File: config.mk
export PLATFORM = sky130hd
export DESIGN_NAME = load_store_unit
export DESIGN_NICKNAME = d
export VERILOG_FILES = /design/src/rtl/lsu_pkg.sv /design/src/rtl/lsu_lane_align.sv /design/src/rtl/load_store_unit.sv
export SDC_FILE = /design/constraint.sdc
export NUM_CORES = 1
export LEC_CHECK = 0
export ABC_AREA = 0
export CORE_MARGIN = 2
export CORE_UTILIZATION = 45
export CTS_CLUSTER_DIAMETER = 100
export DETAILED_ROUTE_END_ITERATION = 10
export DONT_BUFFER_PORTS = 1
export PLACE_DENSITY_LB_ADDON = 0.3
export SYNTH_ARGS = -nofsm -noshare
export SYNTH_HDL_FRONTEND = slang
export SYNTH_SLANG_ARGS = --single-unit
File: constraint.sdc
create_clock -name CLK -period 1.8 [get_ports CLK]
set_input_delay 0.27 -clock CLK [delete_from_list [all_inputs] [get_ports CLK]]
set_output_delay 0.27 -clock CLK [all_outputs]
set_load 0.02 [all_outputs]
File: src/rtl/lsu_pkg.sv
// lsu_pkg: shared definitions for the load/store unit.
//   - ReqSize encodings (byte, half, word, illegal)
//   - FSM state enumeration
//   - is_misaligned(): alignment / legal-size check applied at accept
package lsu_pkg;

  localparam logic [1:0] SIZE_BYTE    = 2'b00;
  localparam logic [1:0] SIZE_HALF    = 2'b01;
  localparam logic [1:0] SIZE_WORD    = 2'b10;
  localparam logic [1:0] SIZE_ILLEGAL = 2'b11;

  typedef enum logic [2:0] {
    ST_IDLE      = 3'd0,
    ST_LOAD      = 3'd1,
    ST_STORE     = 3'd2,
    ST_RMW_READ  = 3'd3,
    ST_RMW_WRITE = 3'd4,
    ST_RESP      = 3'd5,
    ST_ERR       = 3'd6
  } lsu_state_t;

  // A request is rejected when its size is illegal or the address is not a
  // multiple of the access size.
  function automatic logic is_misaligned(input logic [1:0] size,
                                         input logic [1:0] addr_lo);
    logic bad;
    bad = 1'b1;
    case (size)
      SIZE_BYTE:    bad = 1'b0;
      SIZE_HALF:    bad = addr_lo[0];
      SIZE_WORD:    bad = |addr_lo;
      SIZE_ILLEGAL: bad = 1'b1;
    endcase
    return bad;
  endfunction

endpackage

File: src/rtl/lsu_lane_align.sv
// lsu_lane_align: combinational byte-lane logic for the load/store unit.
// Little-endian lanes: byte k of a word is bits [8k+7:8k].
// Ports:
//   word        in  32  word read from data memory
//   addr_lo     in  2   low address bits of the access
//   size        in  2   access size (lsu_pkg SIZE_*)
//   sign_ext    in  1   sign-extend loads when 1
//   wdata       in  32  right-justified store data
//   load_data   out 32  selected lane(s), sign/zero extended
//   merged_word out 32  word with the target lane(s) replaced by wdata
module lsu_lane_align
  import lsu_pkg::*;
(
  input  logic [31:0] word,
  input  logic [1:0]  addr_lo,
  input  logic [1:0]  size,
  input  logic        sign_ext,
  input  logic [31:0] wdata,
  output logic [31:0] load_data,
  output logic [31:0] merged_word
);

  logic [4:0]  byte_shift;
  logic [4:0]  half_shift;
  logic [31:0] shifted;
  logic [31:0] lane_mask;
  logic [31:0] placed;

  always_comb begin
    byte_shift = {addr_lo, 3'b000};
    half_shift = {addr_lo[1], 4'b0000};
    shifted    = word >> byte_shift;

    load_data   = word;
    lane_mask   = 32'hFFFF_FFFF;
    placed      = wdata;
    case (size)
      SIZE_BYTE: begin
        load_data = {{24{sign_ext & shifted[7]}}, shifted[7:0]};
        lane_mask = 32'h0000_00FF << byte_shift;
        placed    = wdata << byte_shift;
      end
      SIZE_HALF: begin
        load_data = {{16{sign_ext & shifted[15]}}, shifted[15:0]};
        lane_mask = 32'h0000_FFFF << half_shift;
        placed    = wdata << half_shift;
      end
      default: begin
        load_data = word;
        lane_mask = 32'hFFFF_FFFF;
        placed    = wdata;
      end
    endcase
    merged_word = (word & ~lane_mask) | (placed & lane_mask);
  end

endmodule

File: src/rtl/load_store_unit.sv
// load_store_unit: single-outstanding load/store unit in front of a
// combinational-read, edge-write data memory.
// Handshake: a request is taken on any rising CLK edge where the unit is
// idle (Busy=0) and ReqValid=1; while Busy=1 ReqValid is ignored (nothing
// is queued). Completion is a one-cycle RespValid pulse carrying RespRData
// and AddrError.
// Ports:
//   CLK, RESET (sync, active-high)
//   ReqValid/ReqWrite/ReqSize/ReqSigned/ReqAddr/ReqWData  request
//   Busy, RespValid, RespRData, AddrError                  response
//   MemRead, MemWrite, MemAddress, MemWriteData, MemReadData  memory port
//   DbgState  current FSM state
// Sub-word stores are read-modify-write: read the word, merge, write back.
module load_store_unit
  import lsu_pkg::*;
(
  input  logic        CLK,
  input  logic        RESET,
  input  logic        ReqValid,
  input  logic        ReqWrite,
  input  logic [1:0]  ReqSize,
  input  logic        ReqSigned,
  input  logic [31:0] ReqAddr,
  input  logic [31:0] ReqWData,
  output logic        Busy,
  output logic        RespValid,
  output logic [31:0] RespRData,
  output logic        AddrError,
  output logic        MemRead,
  output logic        MemWrite,
  output logic [31:0] MemAddress,
  output logic [31:0] MemWriteData,
  input  logic [31:0] MemReadData,
  output lsu_state_t  DbgState
);

  lsu_state_t  state;
  logic [1:0]  cap_size;
  logic        cap_sign;
  logic [1:0]  cap_addr_lo;
  logic [31:0] cap_wdata;
  logic [31:0] load_data;
  logic [31:0] merged_word;

  assign DbgState = state;

  lsu_lane_align u_lane_align (
    .word        (MemReadData),
    .addr_lo     (cap_addr_lo),
    .size        (cap_size),
    .sign_ext    (cap_sign),
    .wdata       (cap_wdata),
    .load_data   (load_data),
    .merged_word (merged_word)
  );

  // All outputs are registered and set on the transition into the state
  // that owns them, so each is a clean function of the current state.
  always_ff @(posedge CLK) begin
    if (RESET) begin
      state        <= ST_IDLE;
      Busy         <= 1'b0;
      RespValid    <= 1'b0;
      AddrError    <= 1'b0;
      RespRData    <= 32'd0;
      MemRead      <= 1'b0;
      MemWrite     <= 1'b0;
      MemAddress   <= 32'd0;
      MemWriteData <= 32'd0;
      cap_size     <= SIZE_BYTE;
      cap_sign     <= 1'b0;
      cap_addr_lo  <= 2'b00;
      cap_wdata    <= 32'd0;
    end else begin
      RespValid    <= 1'b0;
      AddrError    <= 1'b0;
      MemRead      <= 1'b0;
      MemWrite     <= 1'b0;
      MemWriteData <= 32'd0;
      case (state)
        ST_IDLE: begin
          if (ReqValid) begin
            cap_size    <= ReqSize;
            cap_sign    <= ReqSigned;
            cap_addr_lo <= ReqAddr[1:0];
            cap_wdata   <= ReqWData;
            MemAddress  <= {ReqAddr[31:2], 2'b00};
            RespRData   <= 32'd0;
            Busy        <= 1'b1;
            if (is_misaligned(ReqSize, ReqAddr[1:0])) begin
              state     <= ST_ERR;
              RespValid <= 1'b1;
              AddrError <= 1'b1;
            end else if (!ReqWrite) begin
              state   <= ST_LOAD;
              MemRead <= 1'b1;
            end else if (ReqSize == SIZE_WORD) begin
              state        <= ST_STORE;
              MemWrite     <= 1'b1;
              MemWriteData <= ReqWData;
            end else begin
              state   <= ST_RMW_READ;
              MemRead <= 1'b1;
            end
          end
        end
        ST_LOAD: begin
          RespRData <= load_data;
          RespValid <= 1'b1;
          state     <= ST_RESP;
        end
        ST_STORE: begin
          RespValid <= 1'b1;
          state     <= ST_RESP;
        end
        ST_RMW_READ: begin
          MemWrite     <= 1'b1;
          MemWriteData <= merged_word;
          state        <= ST_RMW_WRITE;
        end
        ST_RMW_WRITE: begin
          RespValid <= 1'b1;
          state     <= ST_RESP;
        end
        ST_RESP, ST_ERR: begin
          RespRData <= 32'd0;
          Busy      <= 1'b0;
          state     <= ST_IDLE;
        end
        default: begin
          Busy  <= 1'b0;
          state <= ST_IDLE;
        end
      endcase
    end
  end

endmodule
## Word level (Yosys, flattened, before mapping)

Index checks and enable logic that the tools add are counted.

- Register bits: 139
- Word-level logic and storage cells: 82
- Input port bits: 103
- Output and inout bits: 104

- Eq/ne operators: 11
- Mux-type cells: 31
- Shift-type cells: 5
- Bitwise gates (word level): 9
- Reductions and logical operators: 13

Operators by type and width:

| cell | number |
|---|---|
| $pmux 32 s2 | 4 |
| $mux 32 | 5 |
| $pmux 32 s3 | 1 |
| $and 32x32->32 | 2 |
| $shl 32x5->32 | 2 |
| $not 32->32 | 1 |
| $or 32x32->32 | 1 |
| $shl 16x5->32 const A | 1 |
| $shl 8x5->32 const A | 1 |
| $shr 32x5->16 | 1 |
| $mux 1 | 13 |
| $eq 3x3->1 const B | 3 |
| $pmux 3 s3 | 1 |
| $reduce_or 4->1 | 2 |
| $eq 3x2->1 const B | 2 |
| $mux 3 | 2 |
| $pmux 1 s2 | 3 |
| $reduce_and 2->1 | 3 |
| $reduce_or 2->1 | 3 |
| $eq 2x1->1 const B | 2 |
| $eq 2x2->1 const B | 2 |
| $logic_not 2->1 | 2 |
| $pmux 1 s4 | 1 |
| $eq 3x1->1 const B | 1 |
| 7 further kinds | 10 |

## Depth between registers and ports, before layout

Gate-level depths: netlist (run 1).

- Depth after elaboration: 8
- Mapped depth: 7
- Gate-level depth less buffers: 4

## By module

From an unflattened synthesis (run 1), not the netlist that was laid out.

- Cells, all modules: 807
- Area total of the unflattened synthesis: 6,487.5 um^2

Modules (own cells, without submodules):

| module | cells each | seq. area each (um^2) | instances | area each (um^2) |
|---|---|---|---|---|
| load_store_unit | 555 | 2,782.7 | 1 | 4,893.4 |
| lsu_lane_align | 252 | 0.0 | 1 | 1,594.0 |

## Worst setup path before layout (run 1)

No wires, ideal clock.

- Kind: reg2reg
- From: register state[1] (netlist: DbgState[1])
- To: register MemWriteData[23]
- Setup time: 0.087 ns
- Slack: 0.104 ns
- Cell stages (with the launch flop): 7
- Data arrival time: 1.609 ns
- Required time: 1.713 ns
- Period minus slack after synthesis: 1.696 ns
- Buffers on the path: 3
- Cell sequence: dfxtp_1 buf_2 nand3b_1 or2_2 buf_2 clkbuf_1 o31ai_1

- Word-level cells in the longest chain between the ends: 2
- Elaborated cells on any way between the ends: 3
- Classes of those cells: eq/ne (1); mux (1); reduce/logical (1)

Ends and longest elaborated chain:

| what | RTL line | text |
|---|---|---|
| start, declared | load_store_unit.sv:37 | `lsu_state_t state;` |
| start signal, assigned | load_store_unit.sv:61 | `state <= ST_IDLE;` |
| start signal, assigned | load_store_unit.sv:91 | `state <= ST_ERR;` |
| start signal, assigned | load_store_unit.sv:95 | `state <= ST_LOAD;` |
| $eq 3x2->1 / $logic_not 3->1 (equally long branches) | load_store_unit.sv:80 | `case (state)` |
| $pmux 32 s2 * | load_store_unit.sv:80 |  |
| end signal, assigned | load_store_unit.sv:100 | `MemWriteData <= ReqWData;` |
| end signal, assigned | load_store_unit.sv:118 | `MemWriteData <= merged_word;` |
| end, declared | load_store_unit.sv:32 | `output logic [31:0] MemWriteData,` |

Every way passes the cells marked *; elsewhere a longest branch is shown, timed or not.
A chain may end at the register's enable or synchronous reset.

## Worst setup path after layout (run 1)

- From: register state[1] (netlist: DbgState[1])
- To: register MemWriteData[28]

The elaborated chain is that of the path after synthesis.

==> metrics, run 1 <==
worst slew pin tran=0.552 ns; # DRC=0; Routed WL per cell=20.1 um; Startpoint Class=register; synth warn=0; Post CTS Setup Buffer Count=0; DP HPWL=13600 um; Synth Area per Inst=8.20 sq um; Final Setup Violations=0; Die Ht=121 um; initial antenna violation count=0; kind of critical path=reg2reg; final hold viol count=0; die area=14600 sq um; number of I/O pins=207; area leader, netlist=dfxtp_1; CTS tree=done; Final nets=889; core box area=13200 sq um; synthesized flop and latch total=139; GRT Overall Usage=0.266; final WL=19600 um; largest net degree at the start of global routing=74; Port Buffers=0; post-synthesis sequential area ratio=0.454; VDD IR max=0.000644 V; number of global-route vias before repair=5623; Die W=121 um; first-pass GRT wire length=30300 um; initial drt markers=578; clk buf depth=2; critical path required time=2.12 ns; H-tree levels=4; run status=complete, no violations; number of vias per cell=5.92; Clk pin slew, worst setup/hold paths=0.05 ns; Primary FF master, synth=dfxtp_1; Clock Skew=0.0137 ns; GR Overflow Total=0; Power Dens Cells=1120 nW/um^2; Mapped Area=6120 sq um; share of layout cells above drive strength 1=0.0927; starting density of the core=0.462; top cell type's share of synthesized area=0.454; instance count of the mapped netlist=747; Netlist cell types=47; Pins Over Slew Limit=0; cts bufs inserted=17; via count=5763; crit-path max cell delay=0.48 ns; Pleak=0.00270 uW; RSZ-0062 raised after global routing=false; clock latency on the worst-skew pair=0.42 ns; final setup TNS=0 ns; Max Cap Viol=0; Final Wtd Congestion=0.877; iteration count of the initial detailed-routing pass=5; Ant. Diodes=0; slew margin rel.=0.632; CP Buf/Inv Count=1; number of synthesized flops with an enable pin=0; Hold Path Class=in2reg; fraction of registers with async set/reset=0; CP arrival=2.04 ns; Final min period=1.71 ns; CP max stage cell=dfxtp_1; Min Hold Slack=0.0186 ns; Layout Utilization=0.570; TritonCTS Sinks=139; area grow syn2layout=23.2%; Tcrit/Tclk final=0.953; ANT nets after route=0; kind of cell adding the most delay to the critical path=simple AND/OR/NAND/NOR gates; worst path cell trace=buf_4 > xor2_1 > nor3_1 > nand4_1 > o22ai_1; Post-synth top cells=nand2_1 (180), dfxtp_1 (139), a21oi_1 (97); Max FO, Critical Path=8; FMAX=583 MHz; cell with the most instances after synthesis=nand2_1; Rows=42; root buf cell=clkbuf_16; Critical Path End Type=register; most area-consuming cells after synthesis=dfxtp_1 (45%), nand2_1 (11%), a21oi_1 (7.9%)
cell families after synthesis:
kind of cell | share of synthesized area
flops | 0.454
mux | 0.0409
buf+inv | 0.0533
compound gates | 0.258
simple gates | 0.192
other cells | 0.000612
xor+xnor | 0.00143
area by class of cell:
class / count / area [sq um]
clock buffer: 25 / 505
clock inverter: 6 / 85.1
fill: 1173 / 5700
inverter: 4 / 15.0
multi-input combinational: 537 / 3050
sequential: 139 / 2790
tap: 176 / 220
timing repair buffer: 87 / 880
layout by cell type, fill, tap and decap left out, types with 3 or more instances in the layout:
master         netlist  routed
o21ai_1             14      15
dfxtp_1            139     137
or3_1                9       8
o22ai_1             16      16
clkbuf_1            39       3
nand2b_1            14      14
o2bb2ai_1           15      15
a211oi_1             8       7
a221o_1              7       7
o31ai_1              8       8
o21ai_0             24      23
a22o_1              16      16
dlygate4sd3_1        0      56
nor3_1               6       5
a221oi_1             3       3
a2bb2oi_1            8       8
inv_1                3       3
nand3b_1             3       3
buf_4                4      24
clkbuf_8             0       5
nor2_1              24      24
buf_12               0       5
and4_1               7       7
o21a_1              16      16
mux2i_1             25      24
a21oi_1             97      97
and3_1               8       8
nand2_1            180     180
clkbuf_16            0      17
o221ai_1             8       8
per-stage QoR:
stage	total power (uW)	cells	area [sq um]	setup WS [ns]
3_5_place_dp	4880	886	6350	0.0304
6_report	8430	974	7540	0.0850
5_1_grt	8760	974	7540	0.00251
3_3_place_gp	4830	886	6350	0.0121
4_1_cts	8440	973	7510	0.00769
2_1_floorplan	4550	748	6130	0.104
flip-flops by register name (all words and copies together), names as in the netlist, 2 cells and up:
signal        cells
cap_addr_lo       2
RespRData        32
MemAddress       30
cap_size          2
DbgState          3
MemWriteData     32
cap_wdata        32
final timing paths:
kind                 startpoint          endpoint  slack (ns)  cells after the start
hold / removal      ReqAddr[28]    MemAddress[28]        0.02                      2
setup reg to reg    DbgState[1]  MemWriteData[28]        0.09                      5
hold reg to reg   cap_wdata[16]     cap_wdata[16]        0.46                      2
setup / recovery    DbgState[1]  MemWriteData[28]        0.09                      5
per-layer routing:
metal	track usage	wire length [um]
met1	0.328	7730
met2	0.433	9240
met3	0.0915	2190
met4	0.0894	456
met5	0	0
timing repair:
| action | CTS | global route |
|---|---|---|
| gates resized for setup | 0 | 8 |
| hold endpoints to repair | 91 | 1 |
| setup endpoints to repair | 0 | 39 |
| hold buffers | 56 | 1 |
power breakdown:
part	total, uW	switching, uW	internal [uW]
clock network	3440	1230	2210
registers	3600	317	3280
logic	1390	814	575
total	8430	2360	6070
Note: power is estimated with default switching activity, not from simulation.
==> run 2: changes to the inputs <==
--- a/config.mk
+++ b/config.mk
@@ -6,6 +6,7 @@
 export NUM_CORES = 1
 export LEC_CHECK = 0
 export ABC_AREA = 0
+export ABC_CLOCK_PERIOD_IN_PS = 1800
 export CORE_MARGIN = 2
 export CORE_UTILIZATION = 45
 export CTS_CLUSTER_DIAMETER = 100
@@ -14,4 +15,5 @@
 export PLACE_DENSITY_LB_ADDON = 0.3
 export SYNTH_ARGS = -nofsm -noshare
 export SYNTH_HDL_FRONTEND = slang
+export SYNTH_HIERARCHICAL = 1
 export SYNTH_SLANG_ARGS = --single-unit
==> metrics, run 2 <==
run status=complete, but fails checks; failing checks=hold timing; Die W=124 um; Final Setup Violations=0; DP HPWL=14900 um; final WL=20800 um; Startpoint Class=register; core box area=14000 sq um; Mapped Area=6490 sq um; Clock Skew=0.00818 ns; initial antenna violation count=0; post-synthesis adder-cell area fraction=0; metal3 WL=2540 um; slew margin rel.=0.200; Max FO, Critical Path=15; CTS tree=done; area leader, netlist=dfxtp_1; number of synthesized flops with an enable pin=0; Primary FF master, synth=dfxtp_1; GRT Overall Usage=0.259; H-tree levels=4; root buf cell=clkbuf_16; wl on met1=8060 um; finished layout cell area=7430 sq um; fraction of registers with async set/reset=0; worst hold endpoint=MemAddress[12]; kind of critical path=reg2reg; area grow syn2layout=14.6%; r2r setup slk=0.02 ns; cts bufs inserted=17; Port Buffers=0; first-pass GRT wire length=29800 um; DR WL met2=9740 um; post-synthesis compound-gate area fraction=0.229; synth warn=6; launching point of the worst reg2reg path=cap_addr_lo[0]; Top Registers=MemWriteData x32, RespRData x32, cap_wdata x32; final hold viol count=69; Clk pin slew, worst setup/hold paths=0.06 ns; starting density of the core=0.464; final worst slack=0.0227 ns; synthesized flop and latch total=139; worst reg-to-reg path cell count=8; most common cell after layout, fill and taps aside=nand2_1; Pins Over Slew Limit=0; TritonCTS Sinks=139; Synth Area per Inst=8.04 sq um; share of layout cells above drive strength 1=0.140; VDD IR max=0.000703 V; mux cell area share after synthesis=0.0663; Synth Area in XOR/XNOR=0; Post-synth top cells=nand2_1 (203), dfxtp_1 (139), a21oi_1 (88); Final Wtd Congestion=0.918; DR top layer=met4; Placement Cell Area=6670 sq um; die area=15400 sq um; Rows=43; most area-consuming cells after synthesis=dfxtp_1 (43%), nand2_1 (12%), a32oi_1 (8.6%); final std cells w/o fill=986; hold_sp=RESET; ANT nets after route=0; worst slew pin tran=1.20 ns; Ant. Diodes=0; RSZ-0062 raised after global routing=true; main combinational cell family by area after synthesis=compound AO/OA/AOI/OAI gates; Max Cap Viol=0; number of global-route vias before repair=5426; CP arrival=2.14 ns; critical path required time=2.17 ns; setup slack at placement=-0.0530 ns; Final min period=1.78 ns; instance count of the mapped netlist=807; Routed WL per cell=21.0 um; Hold Path Class=in2reg; Tcrit/Tclk final=0.987; total chip power=8650 uW; clk buf depth=2; Hold Buf Count CTS=2; Worst Setup SP=cap_addr_lo[0]; Placed Cells=944; FMAX=563 MHz; Pleak=0.00271 uW; post-synthesis sequential area ratio=0.429; cell with the most instances after synthesis=nand2_1; number of I/O pins=207; initial drt markers=447; Netlist cell types=43; Hold Path Depth=1; Critical Path End Type=register; RR Endpoint=RespRData[8]; iteration count of the initial detailed-routing pass=5; Min Hold Slack=-0.0885 ns; # DRC=0; via count=5978; simple-gate area share of the yosys netlist=0.213; largest net degree at the start of global routing=107; clock latency on the worst-skew pair=0.43 ns; Power Dens Cells=1160 nW/um^2; commonest non-fill, non-tap cells in the layout=nand2_1 (201), dfxtp_1 (135), a21oi_1 (88), nor2_1 (80), a32oi_1 (64); Die Ht=124 um; top cell type's share of synthesized area=0.429; Final nets=896; number of vias per cell=6.06; GR Overflow Total=0
## run 2: routing by layer
layer / GRT usage / vias up
met1: 0.299 / 2835
met5: 0 / -
met3: 0.131 / 30
met2: 0.417 / 302
li1: - / 2811
met4: 0.0801 / 0
## run 2: stage by stage
| stage | util | TNS [ns] |
|---|---|---|
| finish | 0.531 | 0 |
| global route | 0.531 | -0.739 |
| CTS | 0.523 | 0 |
| detailed placement | 0.477 | -0.241 |
| global placement | 0.477 | -0.00681 |
| floorplan | - | 0 |
## run 2: final cells by class
type                    count  area (sq um)
clock inverters            14           158
inverters                   2          7.51
clock buffers              18           429
fillers                  1326          6550
well taps                 180           225
flip-flops and latches    139          2790
repair buffers             38           437
multi-input cells         595          3390
## run 2: worst max path at each step
| stage | to | slack (ns) | cells past startpoint |
|---|---|---|---|
| 5_1_grt | RespRData[9] | -0.07 | 8 |
| 3_5_place_dp | RespRData[11] | -0.05 | 7 |
| 4_1_cts | RespRData[11] | 0.02 | 8 |
| 6_report | RespRData[8] | 0.02 | 8 |
| 3_3_place_gp | RespRData[11] | -0.007 | 7 |
| 2_1_floorplan | MemWriteData[6] | 0.15 | 8 |
## run 2: timing repair
action                                  4_1_cts  5_1_grt
hold endpoints to repair                    104      102
cloned                                        0        2
pin swaps                                     2        4
endpoints found under the setup margin       14       44
buffers inserted                              2        4
gates resized for setup                       1       15
## run 2: power breakdown
part           total [uW]  internal (uW)  switching [uW]
Combinational        1580            653             929
Sequential           3580           3280             305
Clock                3490           2070            1420
Total                8650           5990            2650
## run 2: kinds of logic (layout without fill, tap and decap cells)
group,Yosys count,after routing
DFF,139,139
and+or+nand+nor,324,325
other,1,2
AOI/OAI and AO/OA,227,227
muxes,41,41
buffers and inverters,75,72
## run 2: critical path, stage by stage (launching register included)
cell and delay, ns:
dfxtp_2 0.35, buf_12 0.16, mux2i_2 0.18, nor4b_2 0.42, nor3_4 0.06, buf_6 0.15, a2bb2oi_1 0.20, a32oi_1 0.07
nor2_1 0.13
==> run 3: changes to the inputs <==
--- a/config.mk
+++ b/config.mk
@@ -5,7 +5,6 @@
 export SDC_FILE = /design/constraint.sdc
 export NUM_CORES = 1
 export LEC_CHECK = 0
-export ABC_AREA = 0
 export ABC_CLOCK_PERIOD_IN_PS = 1800
 export CORE_MARGIN = 2
 export CORE_UTILIZATION = 45
==> results of run 3 <==
Same layout as run 2: the final DEF is identical, and so are final timing and power.
